## src/rtl/snake_pkg.sv

```systemverilog
// Shared direction encoding and helpers for the snake direction scheduler.
package snake_pkg;

  typedef enum logic [1:0] {
    UP    = 2'b00,
    DOWN  = 2'b01,
    LEFT  = 2'b10,
    RIGHT = 2'b11
  } dir_t;

  localparam dir_t DIR_RESET = RIGHT;

  // UP/DOWN and LEFT/RIGHT differ only in bit 0.
  function automatic dir_t opposite(input dir_t d);
    return dir_t'(d ^ 2'b01);
  endfunction

endpackage

```

## src/rtl/btn_debounce.sv

```systemverilog
// Single-line debouncer: the stable level follows raw only after raw has
// differed from it for DEBOUNCE_CYCLES consecutive cycles.
module btn_debounce #(
  parameter int DEBOUNCE_CYCLES = 500000
) (
  input  logic clk,
  input  logic reset,
  input  logic raw,
  output logic stable
);

  localparam int CW = (DEBOUNCE_CYCLES > 1) ? $clog2(DEBOUNCE_CYCLES) : 1;

  logic [CW-1:0] cnt;

  always_ff @(posedge clk) begin
    if (reset) begin
      stable <= 1'b0;
      cnt    <= '0;
    end else if (raw == stable) begin
      cnt <= '0;
    end else if (cnt == CW'(DEBOUNCE_CYCLES - 1)) begin
      stable <= raw;
      cnt    <= '0;
    end else begin
      cnt <= cnt + CW'(1);
    end
  end

endmodule

```

## src/rtl/snake_dir_ctrl.sv

```systemverilog
// Direction scheduler: debounced button presses become legal direction
// requests, queued and released one per game tick.
module snake_dir_ctrl
  import snake_pkg::*;
#(
  parameter int DEBOUNCE_CYCLES = 500000,
  parameter int QUEUE_DEPTH     = 2
) (
  input  logic                               clk,
  input  logic                               reset,
  input  logic [3:0]                         btn,
  input  logic                               tick,
  output logic [1:0]                         dir,
  output logic                               dir_changed,
  output logic [$clog2(QUEUE_DEPTH+1)-1:0]   q_count,
  output logic                               drop
);

  localparam int QCW = $clog2(QUEUE_DEPTH + 1);
  localparam int PW  = (QUEUE_DEPTH > 1) ? $clog2(QUEUE_DEPTH) : 1;

  logic [3:0]     stable;
  logic [3:0]     stable_q;
  logic [3:0]     press;
  logic [1:0]     mem [QUEUE_DEPTH];
  logic [PW-1:0]  rd_ptr;
  logic [PW-1:0]  wr_ptr;
  logic [PW-1:0]  tail_ptr;
  logic [QCW-1:0] cnt_post;
  logic [1:0]     head;
  logic [1:0]     tail;
  logic [1:0]     ref_dir;
  logic [1:0]     code;
  logic           pop;
  logic           push;
  logic           multi;
  logic           illegal;
  logic           full;
  logic           drop_next;

  for (genvar i = 0; i < 4; i++) begin : g_db
    btn_debounce #(.DEBOUNCE_CYCLES(DEBOUNCE_CYCLES)) u_db (
      .clk    (clk),
      .reset  (reset),
      .raw    (btn[i]),
      .stable (stable[i])
    );
  end

  function automatic logic [PW-1:0] next_ptr(input logic [PW-1:0] p);
    return (p == PW'(QUEUE_DEPTH - 1)) ? '0 : p + PW'(1);
  endfunction

  assign press    = stable & ~stable_q;
  assign pop      = tick && (q_count != '0);
  assign cnt_post = q_count - QCW'(pop);
  assign tail_ptr = (wr_ptr == '0) ? PW'(QUEUE_DEPTH - 1) : wr_ptr - PW'(1);
  assign head     = mem[rd_ptr];
  assign tail     = mem[tail_ptr];

  // Legality is judged against where the snake will be heading once every
  // already-accepted request (after this cycle's pop) has been applied.
  assign ref_dir  = (cnt_post != '0) ? tail : (pop ? head : dir);

  always_comb begin
    code = 2'b00;
    for (int i = 3; i >= 0; i--) begin
      if (press[i]) code = 2'(i);
    end
  end

  assign multi     = (press & (press - 4'd1)) != 4'd0;
  assign illegal   = (code == ref_dir) || (code == opposite(dir_t'(ref_dir)));
  assign full      = (cnt_post == QCW'(QUEUE_DEPTH));
  assign push      = (press != 4'd0) && !illegal && !full;
  assign drop_next = multi || ((press != 4'd0) && (illegal || full));

  always_ff @(posedge clk) begin
    if (reset) begin
      dir         <= DIR_RESET;
      dir_changed <= 1'b0;
      drop        <= 1'b0;
      q_count     <= '0;
      rd_ptr      <= '0;
      wr_ptr      <= '0;
      stable_q    <= '0;
      for (int i = 0; i < QUEUE_DEPTH; i++) mem[i] <= DIR_RESET;
    end else begin
      stable_q    <= stable;
      dir_changed <= pop;
      drop        <= drop_next;
      q_count     <= cnt_post + QCW'(push);
      if (pop) begin
        dir    <= head;
        rd_ptr <= next_ptr(rd_ptr);
      end
      if (push) begin
        mem[wr_ptr] <= code;
        wr_ptr      <= next_ptr(wr_ptr);
      end
    end
  end

endmodule

```

## config.mk

```make
export PLATFORM = sky130hd
export DESIGN_NAME = snake_dir_ctrl
export DESIGN_NICKNAME = d
export VERILOG_FILES = /design/src/rtl/snake_pkg.sv /design/src/rtl/btn_debounce.sv /design/src/rtl/snake_dir_ctrl.sv
export SDC_FILE = /design/constraint.sdc
export NUM_CORES = 1
export LEC_CHECK = 0
export ABC_AREA = 1
export BUFFER_PORTS_ARGS = -buffer_cell sky130_fd_sc_hd__buf_2
export CAP_MARGIN = 15
export CORE_AREA = 2 2 92 94
export DETAILED_ROUTE_END_ITERATION = 10
export DIE_AREA = 0 0 94 96
export PLACE_DENSITY = 0.81
export SYNTH_ARGS = -nofsm -noshare
export SYNTH_HDL_FRONTEND = slang
export SYNTH_SLANG_ARGS = --single-unit
```

## constraint.sdc

```tcl
create_clock -name clk -period 1.9 [get_ports clk]
set_clock_uncertainty 0.2 [all_clocks]
set_input_delay 0.095 -clock clk [delete_from_list [all_inputs] [get_ports clk]]
set_output_delay 0.095 -clock clk [all_outputs]
set_load 0.02 [all_outputs]
```

==> results.md, run 1 <==
- Max cap viols: 0
- Warnings from Yosys: 0
- WP data arrival: 1.91 ns
- First-pass GRT wire length: 15700 um
- WHS Endpoint: g_db[1].u_db.cnt[0]
- Number of synthesized flops with an enable pin: 4
- Ys flop type: dfxtp_1
- Post-synth net total: 643
- DPL Wire Length: 6530 um
- FF-to-FF setup slack: 0.04 ns
- Status: completed
- Mean area per synthesized cell: 7.46 um2
- Detailed router's first-iteration violation count: 166
- Final max-slew violation count: 0
- I/O Buffers: 12
- Pwr Density: 667 mW/mm2
- Synth Area in Compound Gates: 7.77%
- Worst Hold Class: flop to flop
- DRC viols: 0
- Synthesized area: 0.00470 mm2
- CP max stage delay: 0.35 ns
- Die X-Extent: 94 um
- Launching point of the worst reg2reg path: g_db[0].u_db.cnt[1]
- GP Congestion: 0.859
- Worst-Margin Slew: 0.331 ns
- Clk sinks: 97
- Worst hold path cell count: 1
- FF+latch count, synth: 97
- WL final: 9710 um
- Placement Setup Slack: 0.0285 ns
- Worst Reg-to-Reg Cells: 9
- Worst-case clock buffer depth: 2
- XOR/XNOR share of the synthesized area: 5.21%
- Nets: 694
- Worst IR drop on VDD: 368 uV
- CTS clk-pin slew, worst paths: 0.09 ns
- Via count: 4154
- Final period utilization: 97.7%
- RR Endpoint: g_db[0].u_db.cnt[3]
- Vias in the first global route: 3751
- Die Ht: 96 um
- Main combinational cell family by area after synthesis: simple AND/OR/NAND/NOR gates
- Critical path's slowest cell: dfxtp_2
- Post-Synth Adder-Cell Area: 1.33%
- Final min period: 1.86 ns
- Mux contribution to synthesized area: 0%
- Ys async rst share: 0%
- ANT nets after route: 0
- Worst-skew pair later-pin latency: 0.36 ns
- Total Routing Usage GR: 21.4%
- Seq/Total Area, Yosys: 42.1%
- Die Footprint: 0.00902 mm2
- Critical path peak fanout: 14
- Mapped Cells: 631
- Gr ovfl total: 0
- Initial antenna violation count: 0
- Critical Path Sink Type: flop
- Max Clk Rate: 539 MHz
- Distinct cell type count after synthesis: 40
- # diodes: 0
- Final Hold Fails: 0
- Starting Density: 58.4%
- Crit-path cells: ha_2 -> nand2_2 -> nor2_4 -> inv_1 -> nor2_1 -> nand3_1 -> nand2_4 -> buf_4 -> nor2_1
- Pre-Repair DR Iteration Count: 7
- Slew Limit Headroom: 77.7%
- Worst Min Path Start: g_db[1].u_db.cnt[0]
- H-Tree Level Count: 3
- Critical path buffers and inverters: 2
- WL per Instance: 12.3 um
- Crit path top cell by count: nor2_1
- Vias per cell: 5.24
- Leak pwr: 2.10 nW
- Area Growth Syn to Fin: 16.6%
- Setup ws final: 0.0445 ns
- Worst Setup Start Kind: flop
- Crit path kind: flop to flop
- Pin count of the biggest net entering global routing: 17
- Simple-gate share of the synthesized area: 35.2%
- Cell family with most CP delay: simple AND/OR/NAND/NOR gates
- Num CTS Buffers: 9
- IO Count: 13
- Data required, critical path: 1.96 ns
- Core Area: 0.00805 mm2
- Share of cells above drive strength 1: 20.2%
- CTS tree: yes
- Row count: 33
- Endpoints failing setup: 0
- Power, Total: 3.66 mW
- Root Buffer: clkbuf_8
through the flow:
step | instances | hold WS [ns] | util, % | setup TNS [ns] | cell area (um2)
6_report | 792 | 0.238 | 68.1 | 0 | 5490
5_1_grt | 792 | 0.249 | 68.1 | -1.03 | 5490
4_1_cts | 775 | 0.284 | 65.3 | 0 | 5250
3_5_place_dp | 753 | 0.211 | 61.8 | 0 | 4980
3_3_place_gp | 753 | 0.200 | 61.8 | 0 | 4980
2_1_floorplan | 631 | 0.0709 | - | 0 | 4700
placed cells by master, fill, tap and decap left out, types with 4 or more instances in the layout:
cell type	count
nor2_1	80
nor2_2	10
nand4_1	15
or2_2	7
dlygate4sd3_1	6
nor2_4	10
xnor2_1	7
nor3b_1	5
dfxtp_1	84
xor2_1	21
nand2_1	106
nor3_1	20
clkbuf_8	9
buf_4	25
inv_2	6
buf_2	12
edfxtp_1	4
a21oi_1	39
o21ai_0	9
o21ai_1	7
nand3_2	9
nand3_1	34
o21bai_1	5
nor3_4	4
inv_1	88
dfxtp_2	9
nand2_2	16
nor4_1	4
logic make-up (layout without fill, tap and decap cells):
logic type / Yosys count / in the layout
AO/OA/AOI/OAI: 67 / 67
XOR/XNOR: 28 / 28
adder cells (fa/ha/maj): 5 / 5
buffers and inverters: 100 / 156
flip-flops: 97 / 97
AND/OR/NAND/NOR: 334 / 334
Yosys cell counts, types with 3 or more instances:
master / n / area [um2]
nand2_1: 115 / 432
dfxtp_1: 93 / 1860
inv_1: 90 / 338
nor2_1: 84 / 315
a21oi_1: 39 / 195
nand3_1: 36 / 180
nor3_1: 21 / 105
xor2_1: 21 / 184
nand4_1: 15 / 93.8
o21ai_0: 12 / 60.1
nand2_2: 9 / 56.3
nand3_2: 9 / 90.1
nor2_2: 8 / 50.1
nor2_4: 8 / 90.1
or2_2: 7 / 43.8
xnor2_1: 7 / 61.3
ha_1: 5 / 62.6
nor3b_1: 5 / 37.5
o21bai_1: 5 / 37.5
edfxtp_1: 4 / 120
inv_2: 4 / 15.0
nor4_1: 4 / 25.0
o21ai_1: 4 / 20.0
a211oi_1: 3 / 22.5
nor3_2: 3 / 30.0
nor3_4: 3 / 48.8
worst reg2reg max path, delay by kind of cell, from the launching register on:
family,cells,cell delay (ns)
buffers and inverters,2,0.23
adders and majority gates,1,0.18
and+or+nand+nor,6,0.80
DFF,1,0.35
power by group:
part | internal (mW) | total (mW) | switching [mW]
registers | 2.05 | 2.06 | 0.00639
logic | 0.0559 | 0.125 | 0.0694
clock network | 0.748 | 1.48 | 0.728
timing repair:
action | CTS | global route
endpoints found under the hold margin | 18 | 0
resized for setup | 0 | 39
setup buffers | 0 | 17
hold buffers | 6 | 0
setup endpoints to repair | 0 | 52
routing by layer:
metal,wire length (um),vias to the layer above,track usage [%],part of all wire (%)
li1,-,2114,-,-
met1,4230,1932,25.5,44
met2,4950,89,38.9,51
met3,348,19,3.68,3.6
met4,177,0,7.73,1.8
met5,0,-,0,0
worst max-delay path by stage:
stage | from | endpoint | depth (start not counted)
after floorplan | q_count[0] | q_count[0] | 11
after global placement | g_db[0].u_db.cnt[1] | g_db[0].u_db.cnt[17] | 9
after detailed placement | g_db[3].u_db.stable | mem[0][0] | 9
after CTS | g_db[3].u_db.stable | mem[0][0] | 9
after global routing | g_db[0].u_db.cnt[1] | g_db[0].u_db.cnt[3] | 9
final | g_db[0].u_db.cnt[1] | g_db[0].u_db.cnt[3] | 9
sequential cells by signal, summed over array words and instances, names as in the netlist, named ones only:
signal,flops
dir,2
dir_changed,1
drop,1
g_db.u_db.cnt,76
g_db.u_db.stable,4
mem,4
q_count,2
rd_ptr,1
stable_q,4
wr_ptr,1
layout make-up:
class	instances	area, um2
Tap cell	105	131
Multi-Input combinational cell	434	2420
Fill cell	653	2560
Sequential cell	97	1990
Inverter	94	353
Timing Repair Buffer	46	368
Clock inverter	6	88.8
Clock buffer	10	128
(Power assumes the default switching activity.)
==> run 2: changes to the inputs <==
Settings changed: CORE_AREA 2 2 92 94 to 2 2 101 103, DIE_AREA 0 0 94 96 to 0 0 103 105, GPL_ROUTABILITY_DRIVEN from default to 0, HOLD_SLACK_MARGIN from default to 0.12, SYNTH_HIERARCHICAL from default to 1.
==> results.md, run 2 <==
- Status: complete, but fails checks
- Violated checks: negative setup slack
- Max reg flops: 76 (unchanged)
- Switching Power: 0.982 mW (+22%)
- Leak pwr: 2.37 nW (+13%)
- WL final: 10600 um (+9.4%)
- Worst Min Path Start: tick
- # diodes: 0 (unchanged)
- FF+latch count, synth: 97 (unchanged)
- Seq/Total Area, Yosys: 34.4% (-7.7 points)
- Crit path kind: flop to flop
- Row count: 36 (+9.1%)
- Final Hold Fails: 0 (unchanged)
- WHS: 0.133 ns (-0.105 ns)
- Register area: 0.00199 mm2 (-0.19%)
- Flop pwr share: 54.0% (-2.3 points)
- Worst Hold Class: primary input to flop
- Fillers: 830 (+27%)
- Max Clk Rate: 464 MHz (-14%)
- Via count: 4774 (+15%)
- Clk sinks: 97 (unchanged)
- I/O Buffers: 12 (unchanged)
- Final max-slew violation count: 0 (unchanged)
- Area Growth Syn to Fin: 13.5%
- DPL Wire Length: 8090 um (+24%)
- Die Ht: 105 um (+9.4%)
- Int Pwr: 2.90 mW (+1.6%)
- RSZ-0062 raised after global routing: true
- Ranking of synthesized cells by area: dfxtp_1, nand2_1, nor2_4, nor2_1, inv_1
- Launching point of the worst reg2reg path: q_count[1]
- Placed Cells: 964 (+28%)
- Vias per cell: 4.82 (-8.1%)
- Die Footprint: 0.0108 mm2 (+20%)
- Gate power share: 10.5% (+7.1 points)
- Proportion of power drawn by the clock network: 35.5% (-4.8 points)
- Ys async rst share: 0% (unchanged)
- Critical Path Sink Type: flop
- Commonest cells post-synth: nand2_1, nor2_1, inv_1
- First-pass GRT wire length: 18900 um (+21%)
- Endpoints failing setup: 11 (+11)
- Core Area: 0.00964 mm2 (+20%)
- Critical path peak fanout: 3 (-11)
- H-Tree Level Count: 3 (unchanged)
- Crit path from: q_count[1]
- DRC viols: 0 (unchanged)
- Setup ws final: -0.255 ns (-0.300 ns)
- Starting Density: 59.7% (+1.3 points)
- Mean area per synthesized cell: 7.22 um2 (-3.2%)
- Max cap viols: 0 (unchanged)
- Ys flop type: dfxtp_1
- IO Count: 13 (unchanged)
- Worst Setup Start Kind: flop
- Detailed router's first-iteration violation count: 189 (+14%)
- ANT nets after route: 0 (unchanged)
- Gr ovfl total: 0 (unchanged)
- Most frequent cells in the layout: nand2_1, nor2_1, inv_1, dfxtp_1, nor2_4
- Root Buffer: clkbuf_8
- Sw Share: 25.3% (+3.3 points)
- CTS clk-pin slew, worst paths: 0.09 ns (about the same)
- Num CTS Buffers: 9 (unchanged)
- Final instance area: 0.00654 mm2 (+19%)
- WP data arrival: 2.22 ns (+0.31 ns)
- Final min period: 2.16 ns (+0.300 ns)
- Die X-Extent: 103 um (+9.6%)
- Biggest register: g_db.u_db/cnt
- Synthesized area: 0.00576 mm2 (+22%)
- Area after DPL: 0.00620 mm2 (+25%)
- CTS tree: yes
- Pwr Density: 594 mW/mm2 (-11%)
- Top-count cell post-synth: nand2_1
- Share of cells above drive strength 1: 22.2% (+1.9 points)
- Warnings from Yosys: 6 (+6)
- Data required, critical path: 1.96 ns (about the same)
- Worst IR drop on VDD: 587 uV (+59%)
- Worst-Margin Slew: 0.348 ns (+0.0163 ns)
- Nets: 865 (+25%)
- Worst-skew pair later-pin latency: 0.38 ns (+0.02 ns)
- Power, Total: 3.88 mW (+6.1%)
- Initial antenna violation count: 0 (unchanged)
- Area of the multi-input gates: 0.00327 mm2 (+35%)
- Leading cell type in the layout, fill and taps excluded: nand2_1
- Slew Limit Headroom: 76.6% (-1.1 points)
- Worst-case clock buffer depth: 2 (unchanged)
- Area leader, netlist: dfxtp_1
- Pin count of the biggest net entering global routing: 17 (unchanged)
- Vias in the first global route: 4552 (+21%)
- WL per Instance: 10.7 um (-13%)
- Total Routing Usage GR: 21.4% (about the same)
- Pre-Repair DR Iteration Count: 4 (-3)
- Synth top area share: 32.3% (-7.2 points)
- Number of synthesized flops with an enable pin: 4 (unchanged)
- Final instance count without filler cells: 990 (+25%)
- Final period utilization: 113% (+16 points)
- Mapped Cells: 798 (+26%)
- Distinct cell type count after synthesis: 31 (-23%)
- Post-synth net total: 811 (+26%)
==> run 2: power by group through the flow <==
stage          combinational, mW  clock (mW)  sequential, mW
2_1_floorplan              0.237           0            2.16
3_3_place_gp               0.357           0            2.14
3_5_place_dp               0.370           0            2.14
4_1_cts                    0.411        1.42            2.10
5_1_grt                    0.445        1.49            2.10
6_report                   0.410        1.38            2.10
==> run 2: critical path, stage by stage, from the launching register on <==
cell,delay [ns]
dfxtp_4,0.36
nor2_4,0.12
nor2_4,0.05
ha_4,0.22
inv_4,0.07
nor2_4,0.04
or2_1,0.23
nand3_2,0.08
nand2_4,0.06
nand3_4,0.06
inv_2,0.04
ha_4,0.15
xor2_2,0.17
o21ai_1,0.14
a21oi_1,0.06
==> run 2: through the flow <==
step / utilization [%] / worst slack (ns) / setup TNS [ns]
global route: 67.8 / -0.346 / -2.39
finish: 67.8 / -0.255 / -1.44
CTS: 67.8 / -0.213 / -1.56
floorplan: - / -0.322 / -0.868
detailed placement: 64.4 / -0.286 / -2.04
global placement: 64.4 / -0.228 / -1.35
==> run 2: layout make-up <==
cell class                 instances  share of cell area [%]
clock buffer                      10                    2.11
clock inverter                     6                   0.996
inverter                         125                    7.45
multi-input combinational        571                    50.0
sequential                        97                    30.4
tap                              133                    2.55
timing repair buffer              48                    6.49
==> run 2: path summary, 6_finish.rpt <==
check                     end  slack [ns]  cells past startpoint
hold / removal         rd_ptr        0.13                      6
setup / recovery   q_count[1]       -0.26                     14
setup reg to reg   q_count[1]       -0.26                     14
hold reg to reg   stable_q[0]        0.25                      2
==> run 2: repair_timing <==
action / in CTS / in global routing
pin swaps: 9 / 0
buffers inserted: 4 / 1
cloned: 0 / 0
hold buffers: 6 / 0
gates resized for setup: 9 / 0
hold endpoints to repair: 40 / 0
setup endpoints to repair: 11 / 12
==> run 2: metal layers <==
| layer | wire length (um) | global-route usage, % |
|---|---|---|
| met2 | 5260 | 37.2 |
| met5 | 0 | 0 |
| met3 | 431 | 5.28 |
| met4 | 133 | 5.36 |
| met1 | 4790 | 26.3 |
==> run 2: cell families (layout without fill, tap and decap cells) <==
group,after synthesis,count (layout),share of synthesized area (%)
xor gates and xnor gates,49,49,7.45
adders and majority gates,6,6,1.30
AOI/OAI and AO/OA,31,31,2.89
and+or+nand+nor,485,485,44.1
DFF,97,97,34.4
buffers and inverters,130,189,9.86
==> run 3: changes to the inputs <==
Settings changed: CORE_AREA 2 2 101 103 to 2 2 104 106, DIE_AREA 0 0 103 105 to 0 0 106 108, PLACE_DENSITY 0.81 to 0.8.
Clock period 1.9 ns to 1.8 ns, I/O delays scaled along.
==> results.md, run 3 (synthesized netlist as in run 2, its figures left out) <==
- CP max stage delay: 0.36 ns (about the same)
- Total Routing Usage GR: 19.5% (-1.9 points)
- Worst-skew pair later-pin latency: 0.37 ns (about the same)
- I/O Buffers: 12 (unchanged)
- Worst-Margin Slew: 0.386 ns (+0.0385 ns)
- DPL Wire Length: 7700 um (-4.8%)
- Critical path's slowest cell: dfxtp_4
- Pin count of the biggest net entering global routing: 17 (unchanged)
- WHS Endpoint: q_count[1]
- Vias in the first global route: 4336 (-4.7%)
- Num CTS Buffers: 9 (unchanged)
- Pre-Repair DR Iteration Count: 5 (+1)
- Die Ht: 108 um (+2.9%)
- Worst Reg-to-Reg Cells: 14 (unchanged)
- Critical path peak fanout: 3 (unchanged)
- WHS: 0.232 ns (+0.0992 ns)
- Slew Limit Headroom: 74.0% (-2.6 points)
- # diodes: 0 (unchanged)
- CTS tree: yes
- Leak pwr: 2.40 nW (+1.5%)
- Worst IR drop on VDD: 475 uV (-19%)
- WL final: 10500 um (-1.3%)
- Nets: 868 (+0.35%)
- Gr ovfl total: 0 (unchanged)
- IO Count: 13 (unchanged)
- Final period utilization: 117% (+3.9 points)
- Crit-path cells: nor2_4 -> nor2_4 -> ha_4 -> inv_4 -> nor2_4 -> or2_1 -> nand3_2 -> nand2_4 -> nand3_4 -> inv_2 -> ha_4 -> xor2_2 -> buf_4 -> a21oi_2
- Vias per cell: 4.72 (-2.1%)
- Endpoints failing setup: 13 (+2)
- Max reg flops: 76 (unchanged)
- Worst hold path cell count: 7 (+1)
- Status: complete, but fails checks
- Clk sinks: 97 (unchanged)
- Violated checks: negative setup slack
- Row count: 37 (+2.8%)
- Worst Hold Class: primary input to flop
- RSZ-0062 raised after global routing: true
- Worst Min Path Start: tick
- FF-to-FF setup slack: -0.31 ns (-0.06 ns)
- Biggest register: g_db.u_db/cnt
- Starting Density: 56.3% (-3.5 points)
- Die Footprint: 0.0114 mm2 (+5.9%)
- Data required, critical path: 1.90 ns (-0.06 ns)
- WL per Instance: 10.5 um (-1.8%)
- Max cap viols: 0 (unchanged)
- Detailed router's first-iteration violation count: 189 (unchanged)
- Launching point of the worst reg2reg path: q_count[1]
- Root Buffer: clkbuf_8
- Leading cell type in the layout, fill and taps excluded: nand2_1
- Most frequent cells in the layout: nand2_1, nor2_1, inv_1, dfxtp_1, nor2_4
- Final max-slew violation count: 0 (unchanged)
- WP data arrival: 2.22 ns (about the same)
- Max Clk Rate: 473 MHz (+2.0%)
- Worst-case clock buffer depth: 2 (unchanged)
- Final Hold Fails: 0 (unchanged)
- Final instance area: 0.00657 mm2 (+0.59%)
- Core Area: 0.0102 mm2 (+6.1%)
- RR Endpoint: q_count[1]
- Crit path kind: flop to flop
- H-Tree Level Count: 3 (unchanged)
- Area Growth Syn to Fin: 14.1%
- ANT nets after route: 0 (unchanged)
- Fillers: 888 (+7.0%)
- Die X-Extent: 106 um (+2.9%)
- Pwr Density: 646 mW/mm2 (+8.7%)
- Crit path top cell by count: nor2_4
- Setup ws final: -0.312 ns (-0.0572 ns)
- Share of cells above drive strength 1: 22.3% (+0.16 points)
- First-pass GRT wire length: 18300 um (-3.4%)
- Via count: 4701 (-1.5%)
- Initial antenna violation count: 0 (unchanged)
- Final min period: 2.11 ns (-0.0428 ns)
- Power, Total: 4.25 mW (+9.4%)
- Area after DPL: 0.00619 mm2 (-0.30%)
- CTS clk-pin slew, worst paths: 0.09 ns (about the same)
- DRC viols: 0 (unchanged)
- Critical Path Sink Type: flop
- Worst Setup Start Kind: flop
run 3: worst max-delay path, delay by kind of cell, from the launching register on:
family          cells  cell delay (ns)
compound gates      1             0.11
xor+xnor            1             0.14
fa+ha+maj           2             0.37
buf+inv             3             0.24
flops               1             0.36
simple gates        7             0.63
run 3: worst max-delay path by stage:
stage / from / to / slack (ns) / cells past startpoint
floorplan: q_count[1] / q_count[1] / -0.42 / 14
global placement: q_count[0] / q_count[1] / -0.33 / 14
detailed placement: q_count[0] / q_count[1] / -0.41 / 14
CTS: q_count[1] / q_count[1] / -0.33 / 14
global route: q_count[1] / q_count[1] / -0.43 / 14
finish: q_count[1] / q_count[1] / -0.31 / 14
run 3: where the power goes:
group          leakage, nW  switching, mW  internal [mW]
registers            0.792         0.0223           2.19
logic                 1.50          0.247          0.190
clock network        0.117          0.774          0.826
total                 2.40           1.04           3.20
run 3: area by class of cell:
class | count | area, um2 | share of cell area [%]
clock inverter | 6 | 87.6 | 1.33
sequential | 97 | 1990 | 30.3
multi-input combinational | 571 | 3280 | 49.9
timing repair buffer | 51 | 418 | 6.36
inverter | 125 | 492 | 7.48
clock buffer | 10 | 138 | 2.09
tap | 136 | 170 | 2.59
run 3: metrics by stage:
stage               util [%]  setup TNS (ns)  worst slack, ns  instances
floorplan                  -           -1.87           -0.422        798
global placement        60.5           -2.34           -0.329        969
detailed placement      60.5           -2.99           -0.407        969
CTS                     63.9           -2.43           -0.329        994
global route            64.3           -3.60           -0.425        996
finish                  64.3           -2.29           -0.312        996
run 3: repair_timing:
action	CTS	global route
hold buffers	9	0
hold endpoints to repair	33	0
resized for setup	9	6
setup buffers	0	2
setup endpoints to repair	12	23
pin swaps	8	3
run 3: routing by layer:
layer  track usage (%)  vias to the layer above  wire length (um)
met2              34.7                       58              5130
met1              23.5                     2093              4920
met5                 0                        -                 0
met4              6.48                        0               136
li1                  -                     2536                 -
met3              4.34                       14               301
